$ cat config.mk
export PLATFORM = sky130hd
export DESIGN_NAME = ram_arbiter_flat
export DESIGN_NICKNAME = d
export VERILOG_FILES = /design/src/rtl/ram_arb_pkg.sv /design/src/rtl/ram_arbiter_if.sv /design/src/rtl/ram_arbiter_arb_pick.sv /design/src/rtl/ram_arbiter.sv /design/src/flat_wrapper.sv
export SDC_FILE = /design/constraint.sdc
export NUM_CORES = 1
export LEC_CHECK = 0
export CORE_ASPECT_RATIO = 1.4
export CORE_MARGIN = 1
export CORE_UTILIZATION = 38
export CTS_BUF_LIST = sky130_fd_sc_hd__clkbuf_4 sky130_fd_sc_hd__clkbuf_8 sky130_fd_sc_hd__clkbuf_16
export CTS_CLUSTER_DIAMETER = 200
export DETAILED_ROUTE_END_ITERATION = 8
export PLACE_DENSITY = 0.95
export SLEW_MARGIN = 20
export SYNTH_ARGS = -nofsm -noshare
export SYNTH_HDL_FRONTEND = slang
export SYNTH_SLANG_ARGS = --single-unit
$ cat constraint.sdc
create_clock -name clk -period 2.7 [get_ports clk]
set_clock_uncertainty 0.1 [all_clocks]
set_input_delay 0.81 -clock clk [delete_from_list [all_inputs] [get_ports clk]]
set_output_delay 0.81 -clock clk [all_outputs]
set_load 0.1 [all_outputs]
$ cat src/rtl/ram_arb_pkg.sv
// Shared types and default widths for the two-port RAM arbiter.
package ram_arb_pkg;

  localparam int ADDR_W_DEF = 8;
  localparam int DATA_W_DEF = 8;

  typedef enum logic [1:0] {
    IDLE = 2'd0,
    BUSY = 2'd1,
    DONE = 2'd2
  } state_t;

endpackage

$ cat src/rtl/ram_arbiter_if.sv
// Requester-side bundle of the RAM arbiter: two request ports plus the
// completion/status signals returned to them.
interface ram_arbiter_if
  import ram_arb_pkg::*;
#(
  parameter int ADDR_W = ADDR_W_DEF,
  parameter int DATA_W = DATA_W_DEF
);

  logic              req0;
  logic              we0;
  logic [ADDR_W-1:0] addr0;
  logic [DATA_W-1:0] wdata0;
  logic              req1;
  logic              we1;
  logic [ADDR_W-1:0] addr1;
  logic [DATA_W-1:0] wdata1;
  logic              ack0;
  logic              ack1;
  logic [DATA_W-1:0] rdata;
  logic              busy;

  modport slave (
    input  req0, we0, addr0, wdata0,
    input  req1, we1, addr1, wdata1,
    output ack0, ack1, rdata, busy
  );

  modport master (
    output req0, we0, addr0, wdata0,
    output req1, we1, addr1, wdata1,
    input  ack0, ack1, rdata, busy
  );

endinterface

$ cat src/rtl/ram_arbiter_arb_pick.sv
// Two-way request picker. Returns the index of the port to serve.
// RAM_ARB_RR_EN defined   : round robin, a tie goes to the port not served last.
// RAM_ARB_RR_EN undefined : fixed priority, port 0 always wins a tie.
module arb_pick (
  input  logic req0,
  input  logic req1,
  input  logic last,
  output logic grant
);

`ifdef RAM_ARB_RR_EN
  // Single requester wins outright; on a tie serve whoever was not last.
  assign grant = (req0 && req1) ? ~last : req1;
`else
  // Port 1 only wins when port 0 is idle; the last-served hint is ignored.
  logic last_unused;
  assign last_unused = last;
  assign grant = req1 && !req0;
`endif

endmodule

$ cat src/rtl/ram_arbiter.sv
// Two-port arbiter in front of a single-port RAM with registered output.
// Each access takes IDLE -> BUSY -> DONE; the owner is latched on leaving
// IDLE so requesters may change their inputs while the access is in flight.
// Arbitration policy is selected by RAM_ARB_RR_EN (see arb_pick).
//
//   state | meaning
//   IDLE  | no access; sample req0/req1 and latch the winner
//   BUSY  | drive the RAM with the latched owner (one enable high)
//   DONE  | ram_q valid; ack pulse to the owner, rdata = ram_q
module ram_arbiter
  import ram_arb_pkg::*;
#(
  parameter int ADDR_W = ADDR_W_DEF,
  parameter int DATA_W = DATA_W_DEF
) (
  input  logic              clk,
  input  logic              rst,
  ram_arbiter_if.slave      bus,
  output logic [ADDR_W-1:0] ram_addr,
  output logic [DATA_W-1:0] ram_data,
  output logic              ram_rden,
  output logic              ram_wren,
  input  logic [DATA_W-1:0] ram_q
);

  state_t            state;
  state_t            state_nxt;
  logic              grant;
  logic              start;
  logic              last;
  logic              owner_idx;
  logic              owner_we;
  logic [ADDR_W-1:0] owner_addr;
  logic [DATA_W-1:0] owner_data;

  assign start = (state == IDLE) && (bus.req0 || bus.req1);

  arb_pick u_pick (
    .req0  (bus.req0),
    .req1  (bus.req1),
    .last  (last),
    .grant (grant)
  );

  // State register; reset abandons any access in flight without an ack.
  always_ff @(posedge clk) begin
    if (rst) state <= IDLE;
    else     state <= state_nxt;
  end

  // Owner capture and last-served tracking on every IDLE -> BUSY transition.
  always_ff @(posedge clk) begin
    if (rst) begin
      owner_idx  <= 1'b0;
      owner_we   <= 1'b0;
      owner_addr <= '0;
      owner_data <= '0;
      last       <= 1'b1;
    end else if (start) begin
      owner_idx  <= grant;
      owner_we   <= grant ? bus.we1    : bus.we0;
      owner_addr <= grant ? bus.addr1  : bus.addr0;
      owner_data <= grant ? bus.wdata1 : bus.wdata0;
      last       <= grant;
    end
  end

  // Next state and all outputs; RAM drive is purely a function of state so a
  // write in BUSY still lands on the edge that applies reset.
  always_comb begin
    state_nxt = state;
    ram_addr  = '0;
    ram_data  = '0;
    ram_rden  = 1'b0;
    ram_wren  = 1'b0;
    bus.ack0  = 1'b0;
    bus.ack1  = 1'b0;
    bus.rdata = '0;
    bus.busy  = (state != IDLE);
    case (state)
      IDLE: begin
        if (start) state_nxt = BUSY;
      end
      BUSY: begin
        state_nxt = DONE;
        ram_addr  = owner_addr;
        ram_data  = owner_data;
        ram_wren  = owner_we;
        ram_rden  = ~owner_we;
      end
      DONE: begin
        state_nxt = IDLE;
        bus.ack0  = ~owner_idx;
        bus.ack1  = owner_idx;
        bus.rdata = ram_q;
      end
      default: state_nxt = IDLE;
    endcase
  end

endmodule

$ cat src/flat_wrapper.sv
// flat-port wrapper written by rule: the top's interface ports become plain ports
module ram_arbiter_flat import ram_arb_pkg::*;
#(
  parameter int ADDR_W = ADDR_W_DEF,
  parameter int DATA_W = DATA_W_DEF
)
  (clk, rst, ram_addr, ram_data, ram_rden, ram_wren, ram_q, bus_req0, bus_we0, bus_addr0, bus_wdata0, bus_req1, bus_we1, bus_addr1, bus_wdata1, bus_ack0, bus_ack1, bus_rdata, bus_busy);
  ram_arbiter_if #(.ADDR_W(ADDR_W), .DATA_W(DATA_W)) bus_i ();
  input  logic clk;
  input  logic rst;
  output logic [ADDR_W-1:0] ram_addr;
  output logic [DATA_W-1:0] ram_data;
  output logic ram_rden;
  output logic ram_wren;
  input  logic [DATA_W-1:0] ram_q;
  input wire logic [$bits(bus_i.req0)-1:0] bus_req0;
  input wire logic [$bits(bus_i.we0)-1:0] bus_we0;
  input wire logic [$bits(bus_i.addr0)-1:0] bus_addr0;
  input wire logic [$bits(bus_i.wdata0)-1:0] bus_wdata0;
  input wire logic [$bits(bus_i.req1)-1:0] bus_req1;
  input wire logic [$bits(bus_i.we1)-1:0] bus_we1;
  input wire logic [$bits(bus_i.addr1)-1:0] bus_addr1;
  input wire logic [$bits(bus_i.wdata1)-1:0] bus_wdata1;
  output wire logic [$bits(bus_i.ack0)-1:0] bus_ack0;
  output wire logic [$bits(bus_i.ack1)-1:0] bus_ack1;
  output wire logic [$bits(bus_i.rdata)-1:0] bus_rdata;
  output wire logic [$bits(bus_i.busy)-1:0] bus_busy;
  assign bus_i.req0 = bus_req0;
  assign bus_i.we0 = bus_we0;
  assign bus_i.addr0 = bus_addr0;
  assign bus_i.wdata0 = bus_wdata0;
  assign bus_i.req1 = bus_req1;
  assign bus_i.we1 = bus_we1;
  assign bus_i.addr1 = bus_addr1;
  assign bus_i.wdata1 = bus_wdata1;
  assign bus_ack0 = bus_i.ack0;
  assign bus_ack1 = bus_i.ack1;
  assign bus_rdata = bus_i.rdata;
  assign bus_busy = bus_i.busy;
  ram_arbiter #(.ADDR_W(ADDR_W), .DATA_W(DATA_W)) u_core (.clk(clk), .rst(rst), .bus(bus_i), .ram_addr(ram_addr), .ram_data(ram_data), .ram_rden(ram_rden), .ram_wren(ram_wren), .ram_q(ram_q));
endmodule
== After elaboration in Yosys (flattened, before gate mapping) ==
Index checks and enable logic that the tools add are counted.
Operators by class
  bitwise logic cells: 2
  reduce and logical (&&, ||, !) cells: 6
  eq/ne operators: 3
  muxes and demuxes: 12
Operator list (number)
  $mux W8: 5
  $mux W1: 5
  $pmux W2 S2: 1
  $eq A2 B1 Y1 const B: 1
  $eq A2 B2 Y1 const B: 1
  $logic_and A1 B1 Y1: 2
  $logic_not A2 Y1: 1
  $mux W2: 1
  $ne A2 B1 Y1 const B: 1
  $not A1 Y1: 2
  $reduce_bool A2 Y1: 1
  $logic_not A1 Y1: 1
  $logic_or A1 B1 Y1: 1
Storage, ports and cells
  word-level logic and storage cells: 28
  register bits: 20
  input bits: 46
  output and inout port bits: 29

== Logic depth before layout (Yosys ltp) ==
  depth after elaboration: 4
  gate-level depth with buffers: 5
  mapped depth without buffers: 4

== Cells and area by module ==
From an unflattened synthesis, not the netlist that was laid out.
Unflattened totals
  cell total of the unflattened synthesis: 124
  area, all modules: 1231.2 um^2
By module, submodules not included
  ram_arbiter: area an instance 1217.4 um^2, instances 1, cells an instance 123, seq. area each 420.4 um^2
  arb_pick: area an instance 13.8 um^2, instances 1, cells an instance 1, seq. area each 0.0 um^2

== Worst setup path before layout ==
No wires, ideal clock.
  path type: register to output
  from: register u_core.state[1]
  to: output bus_ack0
  buffers on the path: 0
  arrival time: 2078 ps
  slack: -288 ps
  stages on the path, launching flop included: 3
  required time: 1790 ps
  cells stage by stage: dfxtp_1 -> nor2b_1 -> nor2b_1
Between the ends
  longest elaborated chain between the ends: 2
Ends and longest elaborated chain
  start: declaration: RTL line ram_arbiter.sv:26  | state_t state;
  start signal: assignment: RTL line ram_arbiter.sv:48  | else state <= state_nxt;
  $eq A2 B2 Y1: RTL line ram_arbiter.sv:80  | case (state)
  $mux W1: RTL line ram_arbiter.sv:80
  end: declaration: RTL line flat_wrapper.sv:24  | output wire logic [$bits(bus_i.ack0)-1:0] bus_ack0;
Every way passes these cells.

== Worst setup path after layout ==
  from: register u_core.state[1]
  to: output ram_rden
Between the ends
  longest elaborated chain between the ends: 2
Ends and longest elaborated chain
  $eq A2 B1 Y1: RTL line ram_arbiter.sv:80
  $mux W1: RTL line ram_arbiter.sv:80
  end: declaration: RTL line flat_wrapper.sv:13  | output logic ram_rden;
Every way passes these cells.

==> impl_metrics.py <==
metrics = {
    "outcome": {
        "outcome": "finished clean",
    },
    "floorplan": {
        "die_width_um": 47.26,
        "fp-row-count": 22,
        "die_h_um": 65.37,
        "initial_core_util_pct": 40.82,
        "core_area_um2": 2670,
        "ios": 75,
        "die_area_um2": 3089,
    },
    "drt": {
        "wirelength_um": 3579,
        "ant_nets": 0,
        "wl_per_cell_um": 14.43,
        "drtPass1Iterations": 4,
        "drc": 0,
        "routed-via-count": 1322,
        "vias_per_cell": 5.331,
        "drtIter0Drc": 69,
    },
    "yosys": {
        "ys_seq_elements": 20,
        "netlist_top_cells_area": "dfxtp_1 (37%), and2_1 (15%), a311oi_1 (14%)",
        "yosysTopAreaCellShare_pct": 36.74,
        "synth_area_um2": 1090,
        "async_reset_ff_share_pct": 0,
        "yosysSeqAreaShare_pct": 36.74,
        "synth_cell_types": 18,
        "syn-num-nets": 187,
        "ys_warn_count": 0,
        "syn_inst": 141,
        "synth_area_per_cell_um2": 7.729,
        "ys_top_cells_by_count": "nand2_1 (35), and2_1 (26), dfxtp_1 (20)",
        "synth_area_leader_cell": "dfxtp_1",
        "synth_ff_type": "dfxtp_1",
        "synth-edff-count": 0,
        "yosysMostFrequentCell": "nand2_1",
    },
    "setup_path": {
        "critPathCaptureType": "output pin",
        "critPathMaxStageDelay_ps": 520,
        "required_ps": 1790,
        "path_buf_inv": 1,
        "path_cells": "and2b_1, nor2b_2, buf_12",
        "crit_slowest_cell": "and2b_1",
        "timing_worst_setup_path_type": "register to output pin",
        "startpoint_type": "register",
        "critPathMaxFanout": 19,
        "path_delay_family": "simple AND/OR/NAND/NOR gates",
        "worstPathArrival_ps": 1660,
    },
    "timing": {
        "slew_headroom_pct": 51.29,
        "slew_violations": 0,
        "timing.final.crit_share_pct": 95.10,
        "worst_slew_pin_slew_ps": 728.4,
        "finalSetupViolCount": 0,
        "rsz0062_at_grt": "no",
        "finalHoldViolations": 0,
        "max_freq_mhz": 389.4,
        "min_period_ps": 2568,
        "tns_ps": 0,
        "setup_ws_ps": 132.2,
    },
    "global_route": {
        "grt-ovfl-total": 0,
        "grt_use_total_pct": 24.88,
        "grt_start_max_net_pins": 21,
        "grt_pass1_wl_um": 5492,
        "grt_antenna_before_repair": 0,
        "grt_pass1_vias": 1279,
    },
    "layout": {
        "layout-drive-gt1-share_pct": 20.28,
        "final_core_util_pct": 81.49,
        "seq_area_um2": 400.4,
        "multiInputGateArea_um2": 625.6,
        "antenna_cells": 0,
        "layout.nets": 259,
        "fillers": 156,
        "syn_to_final_growth_pct": 99.66,
        "stdcell_count": 248,
    },
    "power": {
        "p_leak_nw": 0.8628,
        "p_switching_mw": 0.3666,
        "pwr_density_cell_nw_per_um2": 469.0,
        "p_comb_share_pct": 42.1,
        "internal_power_mw": 0.6539,
        "power_frac_clock_pct": 24.2,
        "vdd_ir_drop_max_mv": 0.3999,
        "switching_share_pct": 35.92,
        "p_seq_share_pct": 33.7,
    },
    "hold_path": {
        "min_path_type": "register to register",
    },
    "cts": {
        "holdBufCountCts": 0,
        "clk_pin_slew_worst_paths_ps": 120,
        "cts_setup_buffers": 0,
        "cts_tree": "built",
        "htree_levels": 1,
        "insertion_delay_ps": 300,
        "postCtsResizedCells": 0,
        "clock_sinks": 20,
        "clockBufferDepth": 2,
        "cts_made_buffers": 3,
        "cts_root_buf": "clkbuf_4",
    },
    "place": {
        "place_ws_ps": 155.2,
        "dp_hpwl_um": 2655,
        "gp_congestion": 0.7850,
        "portBuffers": 74,
        "dp_cells": 244,
    },
    "run": {
        "cap_violations": 0,
    },
}
final timing paths:
kind | start | end | slack (ps) | cells after the start
setup / recovery | u_core.state[1] | ram_rden | 130 | 3
hold / removal | u_core.owner_data[0] | u_core.owner_data[0] | 420 | 2
setup reg to reg | u_core.state[1] | u_core.owner_addr[1] | 1380 | 4
hold reg to reg | u_core.owner_data[0] | u_core.owner_data[0] | 420 | 2
layer usage:
layer	up-vias	global-route usage, %	wire length (µm)	part of all wire (%)
met5	-	0	0	0
met4	0	12.86	48	1.3
met3	6	3.022	227	6.3
met2	64	43.84	2057	57
met1	626	27.21	1246	35
li1	626	-	-	-
metrics by stage:
| stage | total power, mW | instance area, µm² | hold WS [ps] |
|---|---|---|---|
| after floorplan | 0.6002 | 1095 | 373.2 |
| after global placement | 0.7692 | 2123 | 384.2 |
| after detailed placement | 0.7795 | 2123 | 401.4 |
| after CTS | 1.021 | 2176 | 420.1 |
| after global routing | 1.063 | 2176 | 429.9 |
| final | 1.021 | 2176 | 419.2 |
power groups by stage:
stage / combinational, mW / clock [mW] / sequential (mW)
detailed placement: 0.429 / 0 / 0.350
finish: 0.430 / 0.247 / 0.344
global placement: 0.421 / 0 / 0.348
CTS: 0.430 / 0.247 / 0.344
floorplan: 0.254 / 0 / 0.346
global route: 0.449 / 0.266 / 0.349
cell families after synthesis:
family	after synthesis	synth area share [%]
AND/OR/NAND/NOR	73	34.56
AO/OA/AOI/OAI	36	22.39
flip-flops	20	36.74
buffers and inverters	12	6.314
worst reg2reg max path, cell delays in order, from the launching register on:
cell and delay (ps):
dfxtp_1 360, nor2_4 120, inv_2 70, nor2_4 360, a311oi_1 180
registers in the layout, indices dropped and copies added, names as in the netlist:
register           flops
u_core.owner_idx       1
u_core.state           2
u_core.owner_data      8
u_core.owner_we        1
u_core.owner_addr      8
final cells by class:
| cell class | instances | area share (%) |
|---|---|---|
| Timing Repair Buffer | 78 | 48.19 |
| Multi-Input combinational cell | 109 | 28.75 |
| Sequential cell | 20 | 18.40 |
| Tap cell | 36 | 2.070 |
| Clock inverter | 1 | 1.380 |
| Clock buffer | 3 | 1.035 |
| Inverter | 1 | 0.1725 |
cells in the final DEF, fill, tap and decap left out, types with 2 or more instances in the layout:
cell type / n
buf_12: 28
nor2b_1: 3
clkbuf_4: 3
and2_1: 26
nand2_1: 35
nor2b_2: 2
a311oi_1: 17
nor2_4: 2
a21oi_1: 18
buf_4: 5
clkdlybuf4s50_1: 45
dfxtp_1: 20
Power figures use the tool's default switching activity.
